==> src/rtl/kws_layer_sequencer_if.sv <==
// Signal bundle between the KWS layer sequencer and its surroundings:
// run control, per-stage start/done and PSRAM buses, and the muxed PSRAM pads.
interface kws_layer_sequencer_if #(
  parameter int NUM_LAYERS = 6,
  parameter int LAYER_W    = 3
) ();
  logic                    start;
  logic                    abort;
  logic                    cont_mode;
  logic                    feat_valid;
  logic [NUM_LAYERS-1:0]   layer_start;
  logic [NUM_LAYERS-1:0]   layer_done;
  logic [NUM_LAYERS-1:0]   layer_sck;
  logic [NUM_LAYERS-1:0]   layer_ce_n;
  logic [4*NUM_LAYERS-1:0] layer_douten;
  logic [4*NUM_LAYERS-1:0] layer_dout;
  logic                    psram_sck;
  logic                    psram_ce_n;
  logic [3:0]              psram_douten;
  logic [3:0]              psram_dout;
  logic                    busy;
  logic [LAYER_W-1:0]      cur_layer;
  logic                    done;
  logic                    error;
  logic [LAYER_W-1:0]      err_layer;

  modport master (
    output start, abort, cont_mode, feat_valid,
    output layer_done, layer_sck, layer_ce_n, layer_douten, layer_dout,
    input  layer_start, psram_sck, psram_ce_n, psram_douten, psram_dout,
    input  busy, cur_layer, done, error, err_layer
  );

  modport slave (
    input  start, abort, cont_mode, feat_valid,
    input  layer_done, layer_sck, layer_ce_n, layer_douten, layer_dout,
    output layer_start, psram_sck, psram_ce_n, psram_douten, psram_dout,
    output busy, cur_layer, done, error, err_layer
  );
endinterface

==> src/rtl/kws_layer_sequencer.sv <==
// Steps the KWS accelerator stages one at a time, grants the PSRAM bus to the
// active stage, parks the bus between owners and guards each stage with a watchdog.
module kws_layer_sequencer #(
  parameter int NUM_LAYERS = 6,
  parameter int LAYER_W    = 3,
  parameter int TIMEOUT    = 2**20,
  parameter int TO_W       = 21,
  parameter int GAP_CYCLES = 2
) (
  input logic                  clk,
  input logic                  rst,
  kws_layer_sequencer_if.slave bus
);

  typedef enum logic [2:0] {
    S_IDLE, S_WAIT_FEAT, S_RUN, S_GAP, S_DONE, S_ERR
  } state_t;

  localparam int GAP_W = (GAP_CYCLES > 1) ? $clog2(GAP_CYCLES) : 1;
  localparam logic [GAP_W-1:0]   GAP_LAST   = GAP_W'(GAP_CYCLES - 1);
  localparam logic [TO_W-1:0]    TO_LAST    = TO_W'((TIMEOUT > 0) ? TIMEOUT - 1 : 0);
  localparam logic [LAYER_W-1:0] LAYER_LAST = LAYER_W'(NUM_LAYERS - 1);

  state_t                state_q, state_d;
  logic [LAYER_W-1:0]    cur_layer_q, cur_layer_d;
  logic [NUM_LAYERS-1:0] layer_start_q, layer_start_d;
  logic                  done_q, done_d;
  logic                  error_q, error_d;
  logic [LAYER_W-1:0]    err_layer_q, err_layer_d;
  logic [TO_W-1:0]       wd_q, wd_d;
  logic [GAP_W-1:0]      gap_q, gap_d;

  logic       cur_done;
  logic       wd_expired;
  logic       sck_mux;
  logic       ce_n_mux;
  logic [3:0] douten_mux;
  logic [3:0] dout_mux;

  // Bus and done selection from the registered layer index; parked outside RUN.
  always_comb begin
    cur_done   = 1'b0;
    sck_mux    = 1'b0;
    ce_n_mux   = 1'b1;
    douten_mux = 4'h0;
    dout_mux   = 4'h0;
    for (int j = 0; j < NUM_LAYERS; j++) begin
      if (cur_layer_q == LAYER_W'(j)) begin
        cur_done = bus.layer_done[j];
        if (state_q == S_RUN) begin
          sck_mux    = bus.layer_sck[j];
          ce_n_mux   = bus.layer_ce_n[j];
          douten_mux = bus.layer_douten[4*j +: 4];
          dout_mux   = bus.layer_dout[4*j +: 4];
        end
      end
    end
  end

  assign wd_expired = (TIMEOUT != 0) && (wd_q == TO_LAST);

  always_comb begin
    state_d       = state_q;
    cur_layer_d   = cur_layer_q;
    layer_start_d = '0;
    done_d        = 1'b0;
    error_d       = error_q;
    err_layer_d   = err_layer_q;
    wd_d          = wd_q;
    gap_d         = gap_q;
    if (bus.abort) begin
      state_d = S_IDLE;
    end else begin
      unique case (state_q)
        S_IDLE: begin
          if (bus.start) state_d = S_WAIT_FEAT;
        end
        S_WAIT_FEAT: begin
          if (bus.feat_valid) begin
            state_d       = S_RUN;
            cur_layer_d   = '0;
            layer_start_d = NUM_LAYERS'(1);
            wd_d          = '0;
          end
        end
        S_RUN: begin
          // A done arriving on the watchdog's last cycle still counts as success.
          if (cur_done) begin
            if (cur_layer_q == LAYER_LAST) begin
              state_d = S_DONE;
              done_d  = 1'b1;
            end else begin
              state_d = S_GAP;
              gap_d   = '0;
            end
          end else if (wd_expired) begin
            state_d     = S_ERR;
            error_d     = 1'b1;
            err_layer_d = cur_layer_q;
          end else begin
            wd_d = wd_q + TO_W'(1);
          end
        end
        S_GAP: begin
          if (gap_q == GAP_LAST) begin
            state_d       = S_RUN;
            cur_layer_d   = cur_layer_q + LAYER_W'(1);
            layer_start_d = NUM_LAYERS'(1) << (cur_layer_q + LAYER_W'(1));
            wd_d          = '0;
          end else begin
            gap_d = gap_q + GAP_W'(1);
          end
        end
        S_DONE: begin
          state_d = bus.cont_mode ? S_WAIT_FEAT : S_IDLE;
        end
        S_ERR: begin
          if (bus.start) begin
            state_d     = S_WAIT_FEAT;
            error_d     = 1'b0;
            err_layer_d = '0;
          end
        end
        default: state_d = S_IDLE;
      endcase
    end
  end

  always_ff @(posedge clk) begin
    if (rst) begin
      state_q       <= S_IDLE;
      cur_layer_q   <= '0;
      layer_start_q <= '0;
      done_q        <= 1'b0;
      error_q       <= 1'b0;
      err_layer_q   <= '0;
      wd_q          <= '0;
      gap_q         <= '0;
    end else begin
      state_q       <= state_d;
      cur_layer_q   <= cur_layer_d;
      layer_start_q <= layer_start_d;
      done_q        <= done_d;
      error_q       <= error_d;
      err_layer_q   <= err_layer_d;
      wd_q          <= wd_d;
      gap_q         <= gap_d;
    end
  end

  assign bus.layer_start  = layer_start_q;
  assign bus.psram_sck    = sck_mux;
  assign bus.psram_ce_n   = ce_n_mux;
  assign bus.psram_douten = douten_mux;
  assign bus.psram_dout   = dout_mux;
  assign bus.busy         = (state_q != S_IDLE) && (state_q != S_ERR);
  assign bus.cur_layer    = cur_layer_q;
  assign bus.done         = done_q;
  assign bus.error        = error_q;
  assign bus.err_layer    = err_layer_q;

endmodule

==> src/flat_wrapper.sv <==
// flat-port wrapper written by rule: the top's interface ports become plain ports
module kws_layer_sequencer_flat 
#(
  parameter int NUM_LAYERS = 6,
  parameter int LAYER_W    = 3,
  parameter int TIMEOUT    = 2**20,
  parameter int TO_W       = 21,
  parameter int GAP_CYCLES = 2
)
  (clk, rst, bus_start, bus_abort, bus_cont_mode, bus_feat_valid, bus_layer_done, bus_layer_sck, bus_layer_ce_n, bus_layer_douten, bus_layer_dout, bus_layer_start, bus_psram_sck, bus_psram_ce_n, bus_psram_douten, bus_psram_dout, bus_busy, bus_cur_layer, bus_done, bus_error, bus_err_layer);
  kws_layer_sequencer_if #(.NUM_LAYERS(NUM_LAYERS), .LAYER_W(LAYER_W)) bus_i ();
  input logic clk;
  input logic rst;
  input wire logic [$bits(bus_i.start)-1:0] bus_start;
  input wire logic [$bits(bus_i.abort)-1:0] bus_abort;
  input wire logic [$bits(bus_i.cont_mode)-1:0] bus_cont_mode;
  input wire logic [$bits(bus_i.feat_valid)-1:0] bus_feat_valid;
  input wire logic [$bits(bus_i.layer_done)-1:0] bus_layer_done;
  input wire logic [$bits(bus_i.layer_sck)-1:0] bus_layer_sck;
  input wire logic [$bits(bus_i.layer_ce_n)-1:0] bus_layer_ce_n;
  input wire logic [$bits(bus_i.layer_douten)-1:0] bus_layer_douten;
  input wire logic [$bits(bus_i.layer_dout)-1:0] bus_layer_dout;
  output wire logic [$bits(bus_i.layer_start)-1:0] bus_layer_start;
  output wire logic [$bits(bus_i.psram_sck)-1:0] bus_psram_sck;
  output wire logic [$bits(bus_i.psram_ce_n)-1:0] bus_psram_ce_n;
  output wire logic [$bits(bus_i.psram_douten)-1:0] bus_psram_douten;
  output wire logic [$bits(bus_i.psram_dout)-1:0] bus_psram_dout;
  output wire logic [$bits(bus_i.busy)-1:0] bus_busy;
  output wire logic [$bits(bus_i.cur_layer)-1:0] bus_cur_layer;
  output wire logic [$bits(bus_i.done)-1:0] bus_done;
  output wire logic [$bits(bus_i.error)-1:0] bus_error;
  output wire logic [$bits(bus_i.err_layer)-1:0] bus_err_layer;
  assign bus_i.start = bus_start;
  assign bus_i.abort = bus_abort;
  assign bus_i.cont_mode = bus_cont_mode;
  assign bus_i.feat_valid = bus_feat_valid;
  assign bus_i.layer_done = bus_layer_done;
  assign bus_i.layer_sck = bus_layer_sck;
  assign bus_i.layer_ce_n = bus_layer_ce_n;
  assign bus_i.layer_douten = bus_layer_douten;
  assign bus_i.layer_dout = bus_layer_dout;
  assign bus_layer_start = bus_i.layer_start;
  assign bus_psram_sck = bus_i.psram_sck;
  assign bus_psram_ce_n = bus_i.psram_ce_n;
  assign bus_psram_douten = bus_i.psram_douten;
  assign bus_psram_dout = bus_i.psram_dout;
  assign bus_busy = bus_i.busy;
  assign bus_cur_layer = bus_i.cur_layer;
  assign bus_done = bus_i.done;
  assign bus_error = bus_i.error;
  assign bus_err_layer = bus_i.err_layer;
  kws_layer_sequencer #(.NUM_LAYERS(NUM_LAYERS), .LAYER_W(LAYER_W), .TIMEOUT(TIMEOUT), .TO_W(TO_W), .GAP_CYCLES(GAP_CYCLES)) u_core (.clk(clk), .rst(rst), .bus(bus_i));
endmodule
==> config.mk <==
export PLATFORM = sky130hd
export DESIGN_NAME = kws_layer_sequencer_flat
export DESIGN_NICKNAME = d
export VERILOG_FILES = /design/src/rtl/kws_layer_sequencer_if.sv /design/src/rtl/kws_layer_sequencer.sv /design/src/flat_wrapper.sv
export SDC_FILE = /design/constraint.sdc
export NUM_CORES = 1
export LEC_CHECK = 0
export CAP_MARGIN = 5
export CORE_MARGIN = 2
export CORE_UTILIZATION = 40
export CTS_BUF_LIST = sky130_fd_sc_hd__clkbuf_16
export CTS_CLUSTER_SIZE = 24
export DETAILED_ROUTE_END_ITERATION = 8
export PLACE_DENSITY_LB_ADDON = 0.1
export SYNTH_ARGS = -nofsm -noshare
export SYNTH_HDL_FRONTEND = slang
export SYNTH_SLANG_ARGS = --single-unit
==> constraint.sdc <==
create_clock -name clk -period 2.3 [get_ports clk]
set_input_delay 0.23 -clock clk [delete_from_list [all_inputs] [get_ports clk]]
set_output_delay 0.23 -clock clk [all_outputs]
set_load 0.03 [all_outputs]
==> impl_metrics.csv <==
group,metric,value,unit
routing,top_layer,"met4",
sta,final_hold_viol_count,0,
sta,grt_setup_unrepaired,"yes",
finish,fill_cells,509,
power,p_leak,1.565,nW
logic_synthesis,synthTopCellsByArea,"dfxtp_1 29%, o21ai_0 5.4%, nand2_1 4.8%",
setup_path,start_kind,"flip-flop",
die,start_util,41.69,%
grt,grt_start_max_net_pins,21,
logic_synthesis,synth.distinct_cells,57,
logic_synthesis,synthArstFlopShare,0,%
sta,postLayoutSetupSlackWorst,0.03139,ns
setup_path,cp.required,2.07,ns
setup_path,critPathLaunch,"u_core.bus.cur_layer[0]",
logic_synthesis,postSynthAreaPerCell,7.993,sq um
sta,relSlewSlack,66.84,%
die,dieArea,0.007364,sq mm
logic_synthesis,ys_seq_area_share,29.16,%
setup_path,rr_worst_depth,7,
setup_path,r2r_end,"u_core.wd_q[20]",
setup_path,regToRegSetupSlack,0.07,ns
routing,met1Wirelength,3.585,mm
sta,hold_ws,0.4745,ns
sta,finalSetupViolCount,0,
finish,finalNonFillerCells,529,
clocking,cts_hold_buf,0,
grt,grt_usage,22.16,%
routing,drc,13,
die,ios,97,
routing,firstDrtPassIters,9,
finish,mostFrequentLayoutCells,"86 x clkdlybuf4s50_1, 36 x dfxtp_1, 34 x nand2_1, 33 x buf_4, 22 x a21oi_1",
die,core,0.006422,sq mm
grt,grt_pass1_wl,13.14,mm
status,status,"complete, but fails checks",
place,dpl.hpwl,6.226,mm
sta,post-route-period-util,98.64,%
hold_path,min_from,"u_core.bus.err_layer[1]",
sta,final.min_clock_period,2.269,ns
finish,finish.utilization,69.14,%
finish,n_antenna_cell,0,
finish,finalInstanceArea,0.004441,sq mm
setup_path,crit_type,"reg2out",
routing,routed-via-count,2937,
place,placed_cells,514,
power,ir_drop,0.4017,mV
routing,wl_met3,588,um
sta,drv_slew,0,
die,rows,29,
routing,wl_per_cell,15.95,um
routing,antenna_left,0,
clocking,htreeDepth,2,
hold_path,hold_class,"reg2reg",
logic_synthesis,netlist.area_leader.share,29.16,%
grt,grt_pass1_vias,2799,
power,p_per_area,365.7,mW/mm^2
finish,drive_gt1_share,26.11,%
power,power,1.624,mW
clocking,numCtsBuffers,5,
clocking,clk_latency,0.28,ns
routing,first_iter_violations,158,
clocking,path_clk_slew,0.06,ns
sta,tightest_slew,0.4975,ns
logic_synthesis,syn_area,0.002678,sq mm
sta,fin_skew,0.008633,ns
place,place_area,0.003923,sq mm
setup_path,critPathArrivalTime,2.04,ns
logic_synthesis,ys_seq_elements,39,
finish,final_common_cell,"clkdlybuf4s50_1",
place,dp_slack,-0.04899,ns
status,violations,"DRC",
finish,multi_input_area,0.002079,sq mm
routing,met2_length,4.131,mm
die,die_w,85.82,um
flow_run,cap_violations,0,
finish,fin_nets,532,
clocking,cts_tree,"built",
clocking,root_buffer,"clkbuf_16",
setup_path,r2r-start,"u_core.state_q[1]",
grt,grt_overflow,0,
sta,fmax,440.8,MHz
logic_synthesis,synth_fp_nets,416,
finish,area_delta_synth_final,65.84,%
logic_synthesis,netlist_instances,335,
logic_synthesis,synth_top_area_cell,"dfxtp_1",
die,die_y,85.82,um
sta,setup-tns-final,0,ns
logic_synthesis,synth_ff_type,"dfxtp_1",
setup_path,cp-end-kind,"primary output",
logic_synthesis,yosys_warnings,0,
logic_synthesis,synth_edf_count,0,
clocking,clockBufferDepth,2,
hold_path,min_to,"u_core.bus.err_layer[1]",
place,portBuffers,96,
finish,regArea,792.0,sq um
setup_path,cp_max_fo,11,
clocking,numClockSinks,39,
place,gp_congestion,0.8110,
routing,via_per_inst,5.552,
hold_path,min_path_cells,2,
routing,drt_wl_total,8.436,mm
grt,antenna_found_initial,0,
critical path: stages (launching register included):
cell      delay, ns
dfxtp_4        0.39
ha_2           0.18
ha_2           0.17
buf_4          0.12
buf_6          0.19
nand2b_1       0.10
a211oi_1       0.32
o21ai_2        0.12
buf_4          0.18
routing by layer:
metal,GRT usage (%),vias to the layer above
li1,-,1468
met5,0,-
met4,6.926,0
met2,39.84,94
met3,4.042,10
met1,26.69,1365
sequential cells by signal, indices dropped and copies added (netlist names):
register / count
u_core.wd_q: 21
u_core.bus.layer_start: 6
u_core.bus.cur_layer: 3
u_core.bus.err_layer: 3
u_core.state_q: 3
u_core.bus.done: 1
u_core.bus.error: 1
u_core.gap_q: 1
synth_stat cells (all sizes together) (2+ instances only):
cell type / count
nand4b: 2
xor2: 8
o22ai: 2
clkbuf: 12
and3: 11
a221oi: 10
a21oi: 23
mux2i: 6
nor4: 3
nor2b: 3
a22oi: 10
o21ai: 29
and2: 6
or3: 5
nor3: 3
nand2: 35
ha: 9
nand2b: 7
buf: 11
or4: 6
o21a: 3
nand3b: 2
nor2: 22
or2: 4
dfxtp: 39
o31ai: 15
nand4: 8
inv: 9
o221ai: 2
nand3: 14
report_power, final:
group / switching, mW / internal (mW) / total [mW]
Combinational: 0.102 / 0.166 / 0.268
Clock: 0.277 / 0.400 / 0.677
Sequential: 0.00411 / 0.675 / 0.679
cells by family (layout without fill, tap and decap cells):
group | count (synthesis) | count (layout) | synth area share [%]
AND/OR/NAND/NOR | 134 | 134 | 27.48
multiplexers | 6 | 6 | 2.243
buffers and inverters | 33 | 150 | 7.289
XOR/XNOR | 9 | 9 | 2.944
AO/OA/AOI/OAI | 105 | 105 | 26.68
adder cells (fa/ha/maj) | 9 | 9 | 4.206
flip-flops | 39 | 39 | 29.16
worst max-delay path by stage:
| stage | end | slack (ns) | cells past startpoint |
|---|---|---|---|
| after floorplan | u_core.gap_q | 0.008 | 9 |
| after global placement | u_core.wd_q[19] | 0.04 | 6 |
| after detailed placement | bus_psram_dout[1] | -0.05 | 10 |
| after CTS | bus_psram_dout[2] | -0.02 | 10 |
| after global routing | bus_psram_douten[2] | -0.06 | 9 |
| final | bus_psram_ce_n | 0.03 | 8 |
cell type report:
type / count / area share, %
inverters: 9 / 0.8735
repair buffers: 133 / 29.05
multi-input cells: 263 / 46.83
flip-flops and latches: 39 / 17.84
well taps: 77 / 2.170
clock buffers: 5 / 2.818
clock inverters: 3 / 0.4227
repair_timing:
action	4_1_cts	5_1_grt
setup endpoints to repair	10	27
buffers inserted	3	5
cloned	1	0
gates resized for setup	40	33
pin swaps	11	16
Power figures use the tool's default switching activity.
